===== src/rtl/quad_pkg.sv =====
// rtl/quad_pkg.sv - shared phase encodings, direction type and Gray-code step helper
package quad_pkg;

    localparam logic [1:0] PH_00 = 2'b00;
    localparam logic [1:0] PH_01 = 2'b01;
    localparam logic [1:0] PH_11 = 2'b11;
    localparam logic [1:0] PH_10 = 2'b10;

    typedef enum logic [1:0] {
        DIR_NONE,
        DIR_FWD,
        DIR_REV,
        DIR_ERR
    } dir_t;

    // Forward successor in the cycle 00 -> 01 -> 11 -> 10 -> 00, phase = {A,B}.
    function automatic logic [1:0] next_fwd(input logic [1:0] phase);
        case (phase)
            PH_00:   return PH_01;
            PH_01:   return PH_11;
            PH_11:   return PH_10;
            default: return PH_00;
        endcase
    endfunction

endpackage


===== src/rtl/sync_filter.sv =====
// rtl/sync_filter.sv - two-flop synchroniser plus joint stability filter with accept strobe
module sync_filter #(
    parameter int unsigned WIDTH    = 2,
    parameter int unsigned FILT_LEN = 4
) (
    input  logic             clk,
    input  logic             rst_n,
    input  logic [WIDTH-1:0] din,
    input  logic [WIDTH-1:0] held,
    input  logic             armed,
    output logic [WIDTH-1:0] stable,
    output logic             accept
);

    localparam logic [7:0] FILT_MAX = 8'(FILT_LEN);

    logic [WIDTH-1:0] s1_q;
    logic [WIDTH-1:0] s2_q;
    logic [WIDTH-1:0] cand_q;
    logic [WIDTH-1:0] cand_d;
    logic [7:0]       cnt_q;
    logic [7:0]       cnt_d;

    always_comb begin
        cand_d = cand_q;
        cnt_d  = cnt_q;
        if (s2_q != cand_q) begin
            cand_d = s2_q;
            cnt_d  = 8'd1;
        end else if (cnt_q < FILT_MAX) begin
            cnt_d = cnt_q + 8'd1;
        end
    end

    always_ff @(posedge clk or negedge rst_n) begin
        if (!rst_n) begin
            s1_q   <= '0;
            s2_q   <= '0;
            cand_q <= '0;
            cnt_q  <= '0;
        end else begin
            s1_q   <= din;
            s2_q   <= s1_q;
            cand_q <= cand_d;
            cnt_q  <= cnt_d;
        end
    end

    // The consumer updates `held` on the accept edge, so this drops after one cycle.
    // Before the consumer is armed, any settled value is offered so it can prime.
    assign stable = cand_q;
    assign accept = (cnt_q == FILT_MAX) && (!armed || (cand_q != held));

endmodule


===== src/rtl/quad_decoder.sv =====
// rtl/quad_decoder.sv - quadrature input to registered inc/dec/err strobes for the up/down counter
module quad_decoder
    import quad_pkg::*;
#(
    parameter int unsigned INC_SIZE = 1,
    parameter int unsigned DEC_SIZE = 1,
    parameter int unsigned INC_STEP = 1,
    parameter int unsigned DEC_STEP = 1,
    parameter int unsigned FILT_LEN = 4
) (
    input  logic                clk,
    input  logic                rst_n,
    input  logic                a_in,
    input  logic                b_in,
    output logic [INC_SIZE-1:0] inc,
    output logic [DEC_SIZE-1:0] dec,
    output logic                err
);

    localparam logic [INC_SIZE-1:0] INC_VAL = INC_SIZE'(INC_STEP);
    localparam logic [DEC_SIZE-1:0] DEC_VAL = DEC_SIZE'(DEC_STEP);

    logic [1:0]          stable;
    logic                accept;
    logic [1:0]          phase_q;
    logic                primed_q;
    logic [INC_SIZE-1:0] inc_q;
    logic [DEC_SIZE-1:0] dec_q;
    logic                err_q;
    dir_t                dir;

    sync_filter #(
        .WIDTH    (2),
        .FILT_LEN (FILT_LEN)
    ) u_sync_filter (
        .clk    (clk),
        .rst_n  (rst_n),
        .din    ({a_in, b_in}),
        .held   (phase_q),
        .armed  (primed_q),
        .stable (stable),
        .accept (accept)
    );

    always_comb begin
        dir = DIR_NONE;
        if (stable == next_fwd(phase_q)) begin
            dir = DIR_FWD;
        end else if (next_fwd(stable) == phase_q) begin
            dir = DIR_REV;
        end else if (stable != phase_q) begin
            dir = DIR_ERR;
        end
    end

    // Every accepted value is adopted as the new phase, including illegal jumps,
    // so the decoder resynchronises instead of staying stuck on a bad reference.
    always_ff @(posedge clk or negedge rst_n) begin
        if (!rst_n) begin
            phase_q  <= PH_00;
            primed_q <= 1'b0;
            inc_q    <= '0;
            dec_q    <= '0;
            err_q    <= 1'b0;
        end else begin
            inc_q <= '0;
            dec_q <= '0;
            err_q <= 1'b0;
            if (accept) begin
                phase_q  <= stable;
                primed_q <= 1'b1;
                if (primed_q) begin
                    case (dir)
                        DIR_FWD: inc_q <= INC_VAL;
                        DIR_REV: dec_q <= DEC_VAL;
                        DIR_ERR: err_q <= 1'b1;
                        default: ;
                    endcase
                end
            end
        end
    end

    assign inc = inc_q;
    assign dec = dec_q;
    assign err = err_q;

endmodule


===== config.mk =====
export PLATFORM = sky130hd
export DESIGN_NAME = quad_decoder
export DESIGN_NICKNAME = d
export VERILOG_FILES = /design/src/rtl/quad_pkg.sv /design/src/rtl/sync_filter.sv /design/src/rtl/quad_decoder.sv
export SDC_FILE = /design/constraint.sdc
export NUM_CORES = 1
export LEC_CHECK = 0
export BUFFER_PORTS_ARGS = -buffer_cell sky130_fd_sc_hd__clkbuf_2
export CORE_MARGIN = 5
export CORE_UTILIZATION = 54
export DETAILED_ROUTE_END_ITERATION = 16
export PLACE_DENSITY = 0.73
export RECOVER_POWER = 100
export SYNTH_ARGS = -nofsm -noshare
export SYNTH_HDL_FRONTEND = slang
export SYNTH_HIERARCHICAL = 1
export SYNTH_SLANG_ARGS = --single-unit

===== constraint.sdc =====
create_clock -name clk -period 1.7 [get_ports clk]
set_input_delay 0.085 -clock clk [delete_from_list [all_inputs] [get_ports clk]]
set_output_delay 0.085 -clock clk [all_outputs]
set_load 0.05 [all_outputs]

==> results.tsv, run 1 <==
metric	value	unit
status	complete, no violations	
dieArea	2330	sq um
rows	13	
hold_class	register to register	
end_kind	register	
viasPerCell	5.17	
clk_path_buf_depth	2	
ant_nets	0	
syn_inst	62	
syn2layout_area_growth	16.0	%
startpoint	u_sync_filter/cnt_q[5]	
synthTopCellsByArea	dfrtp_1 63%, xnor2_1 5.5%, xor2_1 3.3%	
worst-path-stages	4	
htree_levels	1	
hold_viol_final	0	
worstMarginPinSlew	1.01	ns
cts_resized	0	
n_fill_cell	102	
grt.overflow.total	0	
max_stage_delay	0.42	ns
finalNetCount	81	
critPathTopFamily	flip-flops	
powerDensity	1160	nW/um^2
cp.arrival	1.77	ns
yosys_warnings	6	
dpl_cell_area	840	sq um
finalMaxSlewViolations	0	
final_util	0.679	
syn_nets	68	
finalWorstSetupSlack	0.127	ns
grt_pass1_wl	2.04	mm
reg2reg_depth	4	
cts_tree	built	
core	1350	sq um
yosys.area.top_type	dfrtp_1	
firstDrtPassIters	4	
ys_ff_latch	20	
path_clk_slew	0.11	ns
crit_type	register to register	
setup_viol	0	
avgSynthCellArea	12.8	sq um
drc	0	
detailed_place_hpwl	755	um
period_minus_slack	1.57	ns
r2r_end	phase_q[0]	
rsz0062_at_grt	no	
drv_cap	0	
grt_max_degree	21	
post-place-cells	82	
max-slew-margin-rel	0.330	
start_util	0.586	
wire_per_inst	12.4	um
grt_pass1_vias	494	
antennaDiodeCount	0	
cts-root-buf	clkbuf_4	
total_power	1.06	mW
reg2reg_from	u_sync_filter/cnt_q[5]	
worst_path_max_delay_cell	dfrtp_1	
clkSinkCount	20	
ys_seq_area_frac	0.633	
r2r_slack	0.13	ns
dieHeight	48.3	um
final_area	917	sq um
crit_end	phase_q[0]	
critPathBufInv	0	
totalWireLength	1.11	mm
die_w	48.3	um
cts_made_buffers	3	
final_layout_size_suffix_gt1_frac	0.162	
crit_required	1.89	ns
dp_slack	0.136	ns
synthDistinctLibCells	24	
crit_chain	nor3_1 -> nand4_1 -> a31oi_1 -> mux2_2	
io_buffers	6	
antenna_found_initial	0	
track_usage	0.136	
start_kind	register	
place_congestion	0.744	
num_vias	460	
ir_drop	0.580	mV
synth_area	791	sq um
fmax	636	MHz
drt_iter0_drc	4	
post-route-period-util	0.925	
fin_tns_setup	0	ns
insertion_delay	0.30	ns
fin_cells	89	
hold_slack	0.365	ns
ioPinCount	7	
finalClockSkew	0.00198	ns
crit_fanout	4	
synth_top_area_frac	0.633	
power.leakage	0.434	nW
-- layout make-up --
class                      count  area [sq um]  share of cell area
sequential                    20           500               0.546
clock buffer                   3          22.5              0.0246
clock inverter                 1          30.0              0.0327
timing repair buffer          10          62.6              0.0682
tap                           15          18.8              0.0205
multi-input combinational     38           275               0.300
inverter                       2          7.51             0.00819
-- registers in the layout (all words and copies together) (netlist names) --
signal	flops
dec	1
err	1
inc	1
phase_q	2
primed_q	1
u_sync_filter/cnt_q	8
u_sync_filter/s1_q	2
u_sync_filter/s2_q	2
u_sync_filter/stable	2
-- cell usage in the layout, fill, tap and decap left out, drive strengths merged --
cell type    netlist  layout
dfrtp             20      20
clkbuf             2       9
xnor2              5       5
and2               5       5
nor3               4       4
xor2               3       3
dlygate4sd3        0       3
nand3              3       3
inv                2       2
nor2               2       2
a31oi              2       2
ha                 2       2
or2                2       2
mux2               2       2
o21ai              2       2
nand2              1       1
and3b              1       1
bufinv             0       1
nand4              1       1
nor4               1       1
or4                1       1
a21boi             1       1
buf                0       1
-- report_power, final --
group / internal, mW / switching [mW] / total, mW
Sequential: 0.516 / 0.0437 / 0.559
Clock: 0.238 / 0.139 / 0.378
Combinational: 0.0691 / 0.0556 / 0.125
-- repair_timing --
| action | 4_1_cts | 5_1_grt |
|---|---|---|
| endpoints found under the hold margin | 22 | 0 |
| buffers inserted | 0 | 0 |
| hold buffers | 3 | 0 |
-- kinds of logic (layout without fill, tap and decap cells) --
logic type                 after synthesis  count (layout)  synth area share
AOI/OAI and AO/OA                        5               5            0.0427
xor gates and xnor gates                 8               8            0.0886
adders and majority gates                2               2            0.0316
buffers and inverters                    4              16            0.0190
DFF                                     20              20             0.633
muxes                                    2               2            0.0285
and+or+nand+nor                         21              21             0.157
-- synth_stat cells --
cell,number
dfrtp_1,20
xnor2_1,5
and2_1,4
nor3_1,4
nand3_1,3
xor2_1,3
a31oi_1,2
clkbuf_1,2
ha_1,2
inv_1,2
nor2_1,2
a21boi_1,1
and2_2,1
and3b_1,1
mux2_1,1
mux2_2,1
nand2_1,1
nand4_1,1
nor4_1,1
o21ai_1,1
o21ai_2,1
or2_1,1
or2_2,1
or4_4,1
-- how the worst min path moves through the flow --
stage	slack [ns]	startpoint	cells past startpoint	end
3_5_place_dp	0.06	rst_n	1	u_sync_filter/cnt_q[0]
6_report	0.37	u_sync_filter/s1_q[0]	0	u_sync_filter/s2_q[0]
3_3_place_gp	0.06	rst_n	1	u_sync_filter/cnt_q[0]
2_1_floorplan	-0.21	rst_n	0	dec
5_1_grt	0.38	u_sync_filter/s1_q[0]	0	u_sync_filter/s2_q[0]
4_1_cts	0.26	rst_n	2	inc
-- metal layers --
metal | GRT usage | wire, um | share of wire | vias to the layer above
met2 | 0.190 | 473 | 0.43 | 9
li1 | - | - | - | 232
met5 | 0 | 0 | 0 | -
met4 | 0.113 | 12 | 0.011 | 0
met1 | 0.176 | 561 | 0.51 | 217
met3 | 0.0332 | 58 | 0.052 | 2
No activity file was read; power rests on OpenSTA's default activity.
==> run 2, diff against run 1 <==
--- a/config.mk
+++ b/config.mk
@@ -6,7 +6,7 @@
 export NUM_CORES = 1
 export LEC_CHECK = 0
 export BUFFER_PORTS_ARGS = -buffer_cell sky130_fd_sc_hd__clkbuf_2
-export CORE_MARGIN = 5
+export CORE_MARGIN = 2
 export CORE_UTILIZATION = 54
 export DETAILED_ROUTE_END_ITERATION = 16
 export PLACE_DENSITY = 0.73
==> run 2 against run 1 <==
Compared with the run above: die area down 23%; sequential cell count stayed put; sequential share of layout area is 0.37 points lower; combinational power about the same; final cell count is the same; count of clock-buffer cells in the layout did not move; clock power about the same; global-route usage grew 2.1 points; largest cell class unchanged.
==> results.tsv, run 2 (synthesis results as in run 1) <==
metric	value	unit	change
drc	0		unchanged
largest_register_ff_count	8		unchanged
power.leakage	0.433	nW	-0.16%
antenna_found_initial	0		unchanged
path_clk_slew	0.11	ns	about the same
grt_pass1_wl	2.03	mm	-0.69%
r2r_end	phase_q[0]		
setup_viol	0		unchanged
hold_slack	0.374	ns	+0.00848 ns
n_fill_cell	104		+2.0%
insertion_delay	0.30	ns	about the same
core	1330	sq um	-1.2%
postCtsSetupRepairBufs	0		unchanged
status	complete, no violations		
ir_drop	0.909	mV	+57%
end_kind	register		
ioPinCount	7		unchanged
wire_per_inst	12.4	um	-0.54%
holdCritStartpoint	u_sync_filter/s1_q[0]		
dieArea	1790	sq um	-23%
reg2reg_from	u_sync_filter/cnt_q[5]		
r2r_slack	0.20	ns	+0.07 ns
io_buffers	6		unchanged
antennaDiodeCount	0		unchanged
dieHeight	42.3	um	-12%
drt_iter0_drc	3		-1
track_usage	0.157		+0.0206
crit_type	register to register		
place_congestion	0.686		-7.8%
cp.arrival	1.70	ns	-0.07 ns
max_stage_delay	0.41	ns	about the same
htree_levels	1		unchanged
viasPerCell	5.15		-0.43%
max-slew-margin-rel	0.320		-0.00992
critPathTopFamily	flip-flops		
crit_chain	nor3_1 -> nand4_1 -> a31oi_2 -> mux2_2		
clk_path_buf_depth	2		unchanged
cts-root-buf	clkbuf_4		
final_cell_mix	20 x dfrtp_1, 5 x xnor2_1, 4 x nor3_1, 4 x clkbuf_1, 4 x and2_0		
crit_required	1.90	ns	about the same
grt_max_degree	21		unchanged
die_w	42.3	um	-12%
detailed_place_hpwl	816	um	+8.1%
finalMaxSlewViolations	0		unchanged
final_common_cell	dfrtp_1		
regMostFlops	u_sync_filter/cnt_q		
grt_pass1_vias	461		-6.7%
fin_tns_setup	0	ns	unchanged
min_path_cells	0		unchanged
period_minus_slack	1.50	ns	-0.0700 ns
clkSinkCount	20		unchanged
start_util	0.593		+0.00714
firstDrtPassIters	2		-2
finalNetCount	81		unchanged
cts_made_buffers	3		unchanged
reg2reg_depth	4		unchanged
crit_fanout	4		unchanged
hold_class	register to register		
rsz0062_at_grt	no		
hold_viol_final	0		unchanged
syn2layout_area_growth	16.8	%	
powerDensity	1160	nW/um^2	-0.16%
grt.overflow.total	0		unchanged
post-route-period-util	0.884		-0.0412
seqCellArea	500	sq um	unchanged
ant_nets	0		unchanged
multi_input_area	282	sq um	+2.3%
start_kind	register		
cts_tree	built		
finalClockSkew	0.00516	ns	+0.00318 ns
rows	13		unchanged
final_layout_size_suffix_gt1_frac	0.176		+0.0135
worstMarginPinSlew	1.02	ns	+0.0149 ns
num_vias	458		-0.43%
worst_path_max_delay_cell	dfrtp_1		
totalWireLength	1.10	mm	-0.54%
fmax	665	MHz	+4.7%
min_to	u_sync_filter/s2_q[0]		
critPathBufInv	0		unchanged
drv_cap	0		unchanged
## run 2: changes by cell type in the layout (fill, tap and decap cells not counted)
cell,change
a31oi_1,-1
and2_1,-1
and2_0,+1
a31oi_2,+1
## run 2: how the worst max path moves through the flow
stage	from	to	slack, ns	depth (start not counted)
2_1_floorplan	u_sync_filter/cnt_q[5]	phase_q[0]	0.25	4
3_3_place_gp	u_sync_filter/cnt_q[5]	phase_q[0]	0.18	4
3_5_place_dp	u_sync_filter/cnt_q[5]	phase_q[0]	0.13	4
4_1_cts	u_sync_filter/cnt_q[5]	phase_q[0]	0.13	4
5_1_grt	u_sync_filter/cnt_q[5]	phase_q[1]	0.06	4
6_report	u_sync_filter/cnt_q[5]	phase_q[0]	0.20	4
## run 2: final cells by class
cell class,count,area share
Tap cell,15,0.0203
Timing Repair Buffer,10,0.0678
Inverter,2,0.00813
Clock buffer,3,0.0244
Sequential cell,20,0.542
Multi-Input combinational cell,38,0.305
Clock inverter,1,0.0325
## run 2: report_power, final
group	leakage, nW	internal, mW	switching, mW
registers	0.258	0.516	0.0465
clock network	0.0279	0.238	0.139
logic	0.147	0.0697	0.0578
total	0.433	0.824	0.243
## run 2: metal layers
layer  GRT usage  share of wire  vias up
met2       0.231           0.44       11
met1       0.209           0.50      211
met3      0.0776          0.060        0
met4      0.0375              0        0
li1            -              -      236
met5           0              0        -
## run 2: through the flow
stage	util	area, sq um	std cells	setup WS [ns]	power, mW
floorplan	-	791	62	0.245	0.655
global placement	0.629	840	82	0.181	0.687
detailed placement	0.629	840	82	0.132	0.691
CTS	0.691	922	89	0.129	1.08
global route	0.692	923	89	0.0608	1.12
finish	0.692	923	89	0.197	1.07
## run 2: repair_timing
action / in CTS / in global routing
endpoints found under the hold margin: 22 / 0
resized for setup: 0 / 1
hold buffers: 3 / 0
setup endpoints to repair: 0 / 5
==> run 3, diff against run 2 <==
--- a/config.mk
+++ b/config.mk
@@ -10,7 +10,6 @@
 export CORE_UTILIZATION = 54
 export DETAILED_ROUTE_END_ITERATION = 16
 export PLACE_DENSITY = 0.73
-export RECOVER_POWER = 100
 export SYNTH_ARGS = -nofsm -noshare
 export SYNTH_HDL_FRONTEND = slang
 export SYNTH_HIERARCHICAL = 1
==> run 3 against run 2 <==
Compared with the run above: utilization rose by 0.38 points; clock skew barely moved; clock power barely moved; count of clock-buffer cells in the layout did not move.
==> results.tsv, run 3 (synthesis results as in run 1) <==
metric	value	unit	change
status	complete, no violations		
core	1330	sq um	unchanged
finalMaxSlewViolations	0		unchanged
r2r_end	phase_q[0]		
final_cell_mix	20 x dfrtp_1, 6 x clkbuf_2, 5 x xnor2_1		
fin_tns_setup	0	ns	unchanged
path_clk_slew	0.11	ns	about the same
drt_iter0_drc	6		+3
startpoint	u_sync_filter/cnt_q[5]		
ant_nets	0		unchanged
num_vias	460		+0.44%
cts_tree	built		
final_common_cell	dfrtp_1		
antennaDiodeCount	0		unchanged
postCtsSetupRepairBufs	0		unchanged
final_layout_size_suffix_gt1_frac	0.230		+0.0541
crit_type	register to register		
fmax	663	MHz	-0.30%
reg2reg_from	u_sync_filter/cnt_q[5]		
end_kind	register		
finalClockSkew	0.00475	ns	-0.000404 ns
powerDensity	1150	nW/um^2	-0.52%
dieArea	1790	sq um	unchanged
clkSinkCount	20		unchanged
viasPerCell	5.17		+0.44%
grt_max_degree	21		unchanged
drv_cap	0		unchanged
rows	13		unchanged
dp_slack	0.132	ns	unchanged
period_minus_slack	1.51	ns	+0.00458 ns
ir_drop	0.907	mV	-0.19%
die_w	42.3	um	unchanged
max-slew-margin-rel	0.684		+0.364
setup_viol	0		unchanged
rsz0062_at_grt	no		
clk_path_buf_depth	2		unchanged
max_stage_delay	0.41	ns	about the same
syn2layout_area_growth	17.4	%	
n_fill_cell	100		-3.8%
worst-path-stages	4		unchanged
worst_path_max_delay_cell	dfrtp_1		
grt_pass1_vias	461		unchanged
io_buffers	6		unchanged
cts_made_buffers	3		unchanged
grt_pass1_wl	2.03	mm	unchanged
totalWireLength	1.11	mm	+0.55%
largest_register_ff_count	8		unchanged
worstMarginPinSlew	0.475	ns	-0.546 ns
htree_levels	1		unchanged
crit_end	phase_q[0]		
insertion_delay	0.30	ns	about the same
track_usage	0.157		unchanged
post-route-period-util	0.887		+0.00269
finalNetCount	81		unchanged
finalWorstSetupSlack	0.192	ns	-0.00458 ns
detailed_place_hpwl	816	um	unchanged
critPathTopFamily	flip-flops		
start_util	0.593		unchanged
cp.arrival	1.70	ns	about the same
start_kind	register		
dieHeight	42.3	um	unchanged
place_congestion	0.686		unchanged
critPathBufInv	0		unchanged
hold_viol_final	0		unchanged
power.leakage	0.451	nW	+4.2%
ioPinCount	7		unchanged
crit_required	1.90	ns	about the same
wire_per_inst	12.4	um	+0.55%
antenna_found_initial	0		unchanged
regMostFlops	u_sync_filter/cnt_q		
cts-root-buf	clkbuf_4		
firstDrtPassIters	2		unchanged
crit_fanout	4		unchanged
drc	0		unchanged
crit_chain	nor3_1 -> nand4_1 -> a31oi_2 -> mux2_2		
reg2reg_depth	4		unchanged
r2r_slack	0.19	ns	about the same
hold_class	primary input to asynchronous set/reset pin		
grt.overflow.total	0		unchanged
==> run 3: cell types whose count changed in the layout (fill, tap and decap cells not counted) <==
cell	change
and2_0	-4
and2_1	+4
clkbuf_1	-4
clkbuf_2	+4
a21boi_0	-1
a21boi_1	+1
==> run 3: metrics by stage <==
step / instances / hold slack, ns / utilization / power [mW] / instance area, sq um
2_1_floorplan: 62 / -0.211 / - / 0.655 / 791
6_report: 89 / 0.254 / 0.696 / 1.07 / 928
3_5_place_dp: 82 / 0.0609 / 0.629 / 0.691 / 840
4_1_cts: 89 / 0.251 / 0.691 / 1.08 / 922
5_1_grt: 89 / 0.288 / 0.696 / 1.12 / 928
3_3_place_gp: 82 / 0.0581 / 0.629 / 0.687 / 840
==> run 3: report_power, final <==
group / switching, mW / total, mW / internal, mW
clock network: 0.139 / 0.377 / 0.238
registers: 0.0466 / 0.562 / 0.516
logic: 0.0575 / 0.128 / 0.0704
total: 0.243 / 1.07 / 0.825
==> run 3: worst min-delay path by stage <==
stage           from                endpoint  slack (ns)  depth (start not counted)
2_1_floorplan  rst_n                     dec       -0.21                          0
3_3_place_gp   rst_n  u_sync_filter/cnt_q[0]        0.06                          1
3_5_place_dp   rst_n  u_sync_filter/cnt_q[0]        0.06                          1
4_1_cts        rst_n  u_sync_filter/cnt_q[7]        0.25                          2
5_1_grt        rst_n  u_sync_filter/cnt_q[7]        0.29                          2
6_report       rst_n  u_sync_filter/cnt_q[7]        0.25                          2
==> run 3: repair_timing <==
action                     CTS  global route
gates resized for setup      0             1
hold buffers                 3             0
setup endpoints to repair    0             5
hold endpoints to repair    22             0
==> run 3: cell type report <==
class,instances,area [sq um],area share
repair buffers,10,67.6,0.0728
clock buffers,3,22.5,0.0243
clock inverters,1,30.0,0.0323
well taps,15,18.8,0.0202
flip-flops and latches,20,500,0.539
multi-input cells,38,282,0.303
inverters,2,7.51,0.00809
==> run 3: worst reg2reg max path: cells and delay by family (launching register included) <==
family / cells / cell delay (ns)
flip-flops: 1 / 0.41
AND/OR/NAND/NOR: 2 / 0.40
multiplexers: 1 / 0.36
AO/OA/AOI/OAI: 1 / 0.24
==> run 3: routing by layer <==
metal / vias to the layer above / track usage / wire (um)
li1: 237 / - / -
met1: 212 / 0.209 / 570
met2: 11 / 0.231 / 474
met3: 0 / 0.0776 / 61
met4: 0 / 0.0375 / 0
met5: - / 0 / 0
